$ cat config.mk
export PLATFORM = sky130hd
export DESIGN_NAME = instr_sequencer
export DESIGN_NICKNAME = d
export VERILOG_FILES = /design/src/rtl/instr_sequencer.sv
export SDC_FILE = /design/constraint.sdc
export NUM_CORES = 1
export LEC_CHECK = 0
export CAP_MARGIN = 30
export CORE_MARGIN = 10
export CORE_UTILIZATION = 46
export CTS_CLUSTER_DIAMETER = 50
export DETAILED_ROUTE_END_ITERATION = 8
export PLACE_DENSITY_LB_ADDON = 0.05
export SLEW_MARGIN = 20
export SYNTH_ARGS = -nofsm -noshare
export SYNTH_HDL_FRONTEND = slang
export SYNTH_SLANG_ARGS = --single-unit
export TNS_END_PERCENT = 100
$ cat constraint.sdc
create_clock -name clk -period 2 [get_ports clk]
set_input_delay 0.2 -clock clk [delete_from_list [all_inputs] [get_ports clk]]
set_output_delay 0.2 -clock clk [all_outputs]
set_load 0.03 [all_outputs]
$ cat src/rtl/instr_sequencer.sv
// instr_sequencer: multi-cycle fetch/execute sequencer owning the PC, with imem and dmem handshakes.
module instr_sequencer #(
  parameter int PC_WIDTH    = 8,
  parameter int INSTR_WIDTH = 10,
  parameter int RESET_PC    = 0,
  parameter int COUNT_WIDTH = 16
) (
  input  logic                   clk,
  input  logic                   reset,
  input  logic                   run,
  output logic                   imem_req,
  output logic [PC_WIDTH-1:0]    imem_addr,
  input  logic                   imem_valid,
  input  logic [INSTR_WIDTH-1:0] imem_data,
  output logic [INSTR_WIDTH-1:0] instr,
  output logic                   commit,
  output logic                   dmem_req,
  input  logic                   dmem_ready,
  output logic                   regfile_clear,
  output logic [PC_WIDTH-1:0]    pc,
  output logic                   halted,
  output logic [COUNT_WIDTH-1:0] retired_count
);
  typedef enum logic [2:0] {IDLE, FETCH, EXEC, MEM, HALT} state_t;
  state_t                 state_q, state_d;
  logic [PC_WIDTH-1:0]    pc_q, pc_d;
  logic [INSTR_WIDTH-1:0] instr_q, instr_d;
  logic [COUNT_WIDTH-1:0] cnt_q, cnt_d;
  logic [3:0]             op;
  logic                   is_mem, is_halt, done;
  always_ff @(posedge clk) begin
    if (reset) begin
      state_q <= IDLE;
      pc_q    <= PC_WIDTH'(RESET_PC);
      instr_q <= '0;
      cnt_q   <= '0;
    end else begin
      state_q <= state_d;
      pc_q    <= pc_d;
      instr_q <= instr_d;
      cnt_q   <= cnt_d;
    end
  end
  always_comb begin
    state_d = state_q;
    case (state_q)
      IDLE:    state_d = run ? FETCH : IDLE;
      FETCH:   state_d = imem_valid ? EXEC : FETCH;
      EXEC:    state_d = is_halt ? HALT : is_mem ? MEM : run ? FETCH : IDLE;
      MEM:     state_d = !dmem_ready ? MEM : run ? FETCH : IDLE;
      default: state_d = HALT;
    endcase
    // NOPs complete (advance pc) without committing
    pc_d    = !done ? pc_q : (state_q == EXEC && op == 4'h9) ? PC_WIDTH'(instr_q[5:0]) : pc_q + PC_WIDTH'(1);
    instr_d = (state_q == FETCH && imem_valid) ? imem_data : instr_q;
    cnt_d   = (commit && !(&cnt_q)) ? cnt_q + COUNT_WIDTH'(1) : cnt_q;
  end
  always_comb begin
    op            = instr_q[INSTR_WIDTH-1 -: 4];
    is_mem        = op == 4'hB || op == 4'hC;
    is_halt       = op == 4'hF;
    imem_req      = state_q == FETCH;
    dmem_req      = state_q == MEM;
    halted        = state_q == HALT;
    commit        = (state_q == EXEC) ? op <= 4'hA : (state_q == MEM && dmem_ready);
    regfile_clear = state_q == EXEC && op == 4'h7;
    done          = (state_q == EXEC) ? !is_mem && !is_halt : (state_q == MEM && dmem_ready);
    imem_addr     = pc_q;
    pc            = pc_q;
    instr         = instr_q;
    retired_count = cnt_q;
  end
endmodule

==> results of run 1 <==
==> path summary, 6_finish.rpt <==
path                      from                to  slack [ps]
setup / recovery    state_q[2]            halted         140
hold / removal    imem_data[5]          instr[5]         450
setup reg to reg    state_q[1]  retired_count[7]         190
hold reg to reg       instr[3]          instr[3]         480
==> area by class of cell <==
type / count / area share, %
sequential: 37 / 26.9
inverter: 3 / 0.409
clock inverter: 1 / 0.182
timing repair buffer: 78 / 27.3
clock buffer: 5 / 2.50
tap: 50 / 2.27
multi-input combinational: 182 / 40.5
==> worst min-delay path, stage by stage <==
cell and delay, ps:
sky130_fd_sc_hd__clkdlybuf4s50_1 400, sky130_fd_sc_hd__nand2_1 60, sky130_fd_sc_hd__a21oi_1 50
==> stage by stage <==
step	instance area, um^2	setup WS, ps	hold WS [ps]	utilization, %	cells
2_1_floorplan	1990	79.0	336	-	241
4_1_cts	2750	55.2	450	67.3	356
5_1_grt	2760	17.3	466	67.5	356
3_5_place_dp	2680	-2.48	466	65.6	350
6_report	2760	139	455	67.5	356
3_3_place_gp	2680	5.27	461	65.6	350
==> sequential cells by signal, indices dropped and copies added (netlist names) <==
register       count
state_q            3
imem_addr          8
retired_count     16
instr             10
==> cells in the final DEF (no fill, tap or decap), types with 5 or more instances in the layout <==
cell	count
sky130_fd_sc_hd__a21oi_1	23
sky130_fd_sc_hd__dfxtp_1	37
sky130_fd_sc_hd__nand3_1	10
sky130_fd_sc_hd__nor2b_1	8
sky130_fd_sc_hd__nor3_1	6
sky130_fd_sc_hd__clkbuf_8	5
sky130_fd_sc_hd__nor4_1	6
sky130_fd_sc_hd__nand4_1	5
sky130_fd_sc_hd__nand2_1	29
sky130_fd_sc_hd__o21ai_0	7
sky130_fd_sc_hd__nor2_1	28
sky130_fd_sc_hd__clkdlybuf4s50_1	57
sky130_fd_sc_hd__buf_4	17
sky130_fd_sc_hd__nor3b_1	5
sky130_fd_sc_hd__xnor2_1	9
==> kinds of logic after synthesis <==
kind of cell,after synthesis
adder cells (fa/ha/maj),2
AND/OR/NAND/NOR,120
buffers and inverters,22
XOR/XNOR,9
AO/OA/AOI/OAI,45
flip-flops,37
multiplexers,6
==> where the power goes <==
group          switching [uW]  internal, uW  total [uW]
sequential               12.5           748         760
combinational            85.5          75.1         161
clock                     255           229         484
total                     353          1050        1410
==> layer usage <==
layer	track usage [%]	share of wire (%)	up-vias
li1	-	-	964
met3	6.91	9.7	5
met2	20.3	45	50
met4	4.64	0.93	0
met5	0	0	-
met1	15.5	44	857
==> results.md, run 1 <==
Timing:
- In this run the tightest slew margin relative to its limit is 62.0%.
- The final clock period utilization by the worst path is between 90 and 100%.
- The setup skew after layout is 5.24 ps.
- In the final timing run, aggregate negative setup slack is 0 ps.
- The final hold violation count is 0.
- The total count of max-transition violations in the final report is 0.
- For the pin with the worst max-slew slack, the measured transition is 568 ps.
- Setup violations remaining at the end of the flow were counted as 0.
- Setup repair after global routing left no endpoint under its margin.
- Based on the critical path, the design can be clocked at up to about 540 MHz.
- The clock period minus worst slack is roughly 1900 ps.

Synthesis:
- The fraction of the mapped netlist area in simple logic gates is 32.7%.
- The dominant combinational cell family by area after synthesis is simple AND/OR/NAND/NOR gates.
- Counting flops with an async set or reset pin after synthesis yields a share of 0%.
- Ranked by total cell area, the synthesized netlist is headed by sky130_fd_sc_hd__dfxtp_1 37%, sky130_fd_sc_hd__a21oi_1 5.8%, sky130_fd_sc_hd__nand2_1 5.5%.
- After synthesis, flip-flops and latches occupy between 30 and 40% of the total area.
- The mapped netlist covers roughly 2000 um^2.
- Summing the areas of all fa, ha and maj instances in the mapped netlist gives 1.26% of the synthesized area.
- Multiplexer cells account for under 10% of the synthesized area.
- The mean cell area of the mapped netlist is about 8.2 um^2.
- The most repeated cell in the gate-level netlist after synthesis is sky130_fd_sc_hd__dfxtp_1.
- The number of nets produced by synthesis is between 200 and 300.
- The xor and xnor fraction of the mapped netlist area is under 10%.
- The top cell type by area accounts for a little under two fifths of the synthesized area.
- Of all cell types, the one taking the most synthesized area is sky130_fd_sc_hd__dfxtp_1.
- The synthesis warning total is 0.
- Synthesis inferred 37 register bits.
- The number of enable-type register cells in the synthesized netlist is 0.
- The synthesized netlist devotes 14.9% of its cell area to compound gates.
- For this run, the leading register cell type out of synthesis is sky130_fd_sc_hd__dfxtp_1.
- In the synthesized netlist, the cells that appear most often are 37 x sky130_fd_sc_hd__dfxtp_1, 29 x sky130_fd_sc_hd__nand2_1, 28 x sky130_fd_sc_hd__nor2_1, 23 x sky130_fd_sc_hd__a21oi_1.
- Counting distinct cell types in the post-synthesis netlist gives 46.
- The count of mapped cells out of synthesis is between 200 and 250.

Finish:
- Across the whole layout, storage elements account for 741 um^2.
- The synthesis-to-finish area growth is 38.6%.
- Cells with a size suffix above 1 make up between 10% and 20% of the layout.
- The final layout contains 324 nets.
- The layout has approximately 370 filler cells.
- 0 antenna diodes ended up in the layout.
- The multi-input logic area is 1120 um^2.

Floorplanning:
- The initial utilization of the core area, before any placement, comes to roughly half.
- During I/O placement, the number of pins put on the boundary was 62.
- In this run the standard cell core region covers between 4000 and 5000 um^2.
- The count of standard-cell rows is 23.
- The floorplan step set the die height to roughly 86 um.
- The overall die width is 85.7 um.
- The die area is 7350 um^2.

Global route:
- Entering global routing, the biggest net connects 20 pins.
- The via count of the first global-routing pass was 1,771.
- The first-pass GRT wire length is 8.15 mm.
- For this run the aggregate overflow at the end of global routing stands at 0.
- The number of antenna violations at the first check in global routing was 0.
- The global-route usage over all layers is approximately an eighth.

Setup path:
- The family with the most delay on the worst path is buffers and inverters.
- The cell with the biggest individual delay on the critical path is sky130_fd_sc_hd__clkdlybuf4s50_1.
- The worst register-to-register path has a depth of 6.
- The worst setup path is captured at a primary output.
- The number of gates on the worst path with buffers counted is 3.
- For this run, the slowest stage of the critical path takes approximately 700 ps.
- The number of buffers and inverters on the critical path is 2.
- STA classifies the critical path startpoint as a flip-flop.
- The worst path arrival time is ~1700 ps.
- The maximum fanout count along the critical path is 7.
- STA puts the critical path data required time at 1800 ps.
- Traced cell by cell, the critical path runs through buf_4, nor3b_1, clkdlybuf4s50_1.
- The worst setup path is of the flip-flop to primary output kind.

Detailed routing:
- The wire length per cell is approximately 14 um.
- The total wire length after detailed routing is 4.93 mm.
- The detailed-routing iteration count for the pre-antenna-repair pass is 4.
- The count of nets left with antenna violations once routing finished came out at 0.
- For this run, design rule violations remaining after detail routing come to 0.
- After detailed routing, the number of vias per cell comes to between 5 and 6.
- In this run, the number of DRC markers left after iteration 0 of detailed routing was 54.
- The number of vias after detailed routing is ~1,900.

Worst hold path:
- In this run the worst hold path is classified as primary input to flip-flop.
- The worst hold path was traced through 3 stages.

Clock network:
- The tree built by TritonCTS fans out to 37 sinks.
- The count of instances resized after the clock tree is built is 1.
- The maximum buffer depth of the clock tree is 2.
- The H-tree was split into 2 levels.
- TritonCTS built the clock tree.
- The insertion delay of the later-clocked pin in the worst-skew pair is 290 ps.
- The clock root buffer is sky130_fd_sc_hd__clkbuf_8.
- The number of hold buffers added after cts is 0.
- The post-CTS clock slew at the launch and capture registers of the worst setup and hold paths is around 70 ps.
- The number of buffers added by the clock tree synthesis step is 5.
- The post-CTS setup-driven buffer insertion count is 0.

Placement:
- The post-DP HPWL is roughly 3.7 mm.
- The final weighted congestion of routability-driven global placement is just over 0.8.
- The number of buffers inserted by port buffering is roughly 60.

Power:
- Across the VDD grid, the largest voltage drop is 0.340 mV.
- The total power is 1410 uW.
- The power per standard cell area is between 500 and 600 nW/um^2.
- The static leakage is 0.000989 uW.

Flow run:
- Across the run, the number of max-cap violations was 0.

Status:
- The run finished with clean final reports.
Note: power is estimated with default switching activity, not from simulation.
==> run 2: changes to the inputs <==
--- a/config.mk
+++ b/config.mk
@@ -10,6 +10,7 @@
 export CORE_UTILIZATION = 46
 export CTS_CLUSTER_DIAMETER = 50
 export DETAILED_ROUTE_END_ITERATION = 8
+export GPL_ROUTABILITY_DRIVEN = 0
 export PLACE_DENSITY_LB_ADDON = 0.05
 export SLEW_MARGIN = 20
 export SYNTH_ARGS = -nofsm -noshare
==> results of run 2 <==
Same layout as run 1: the final DEF is identical, and so are final timing and power.
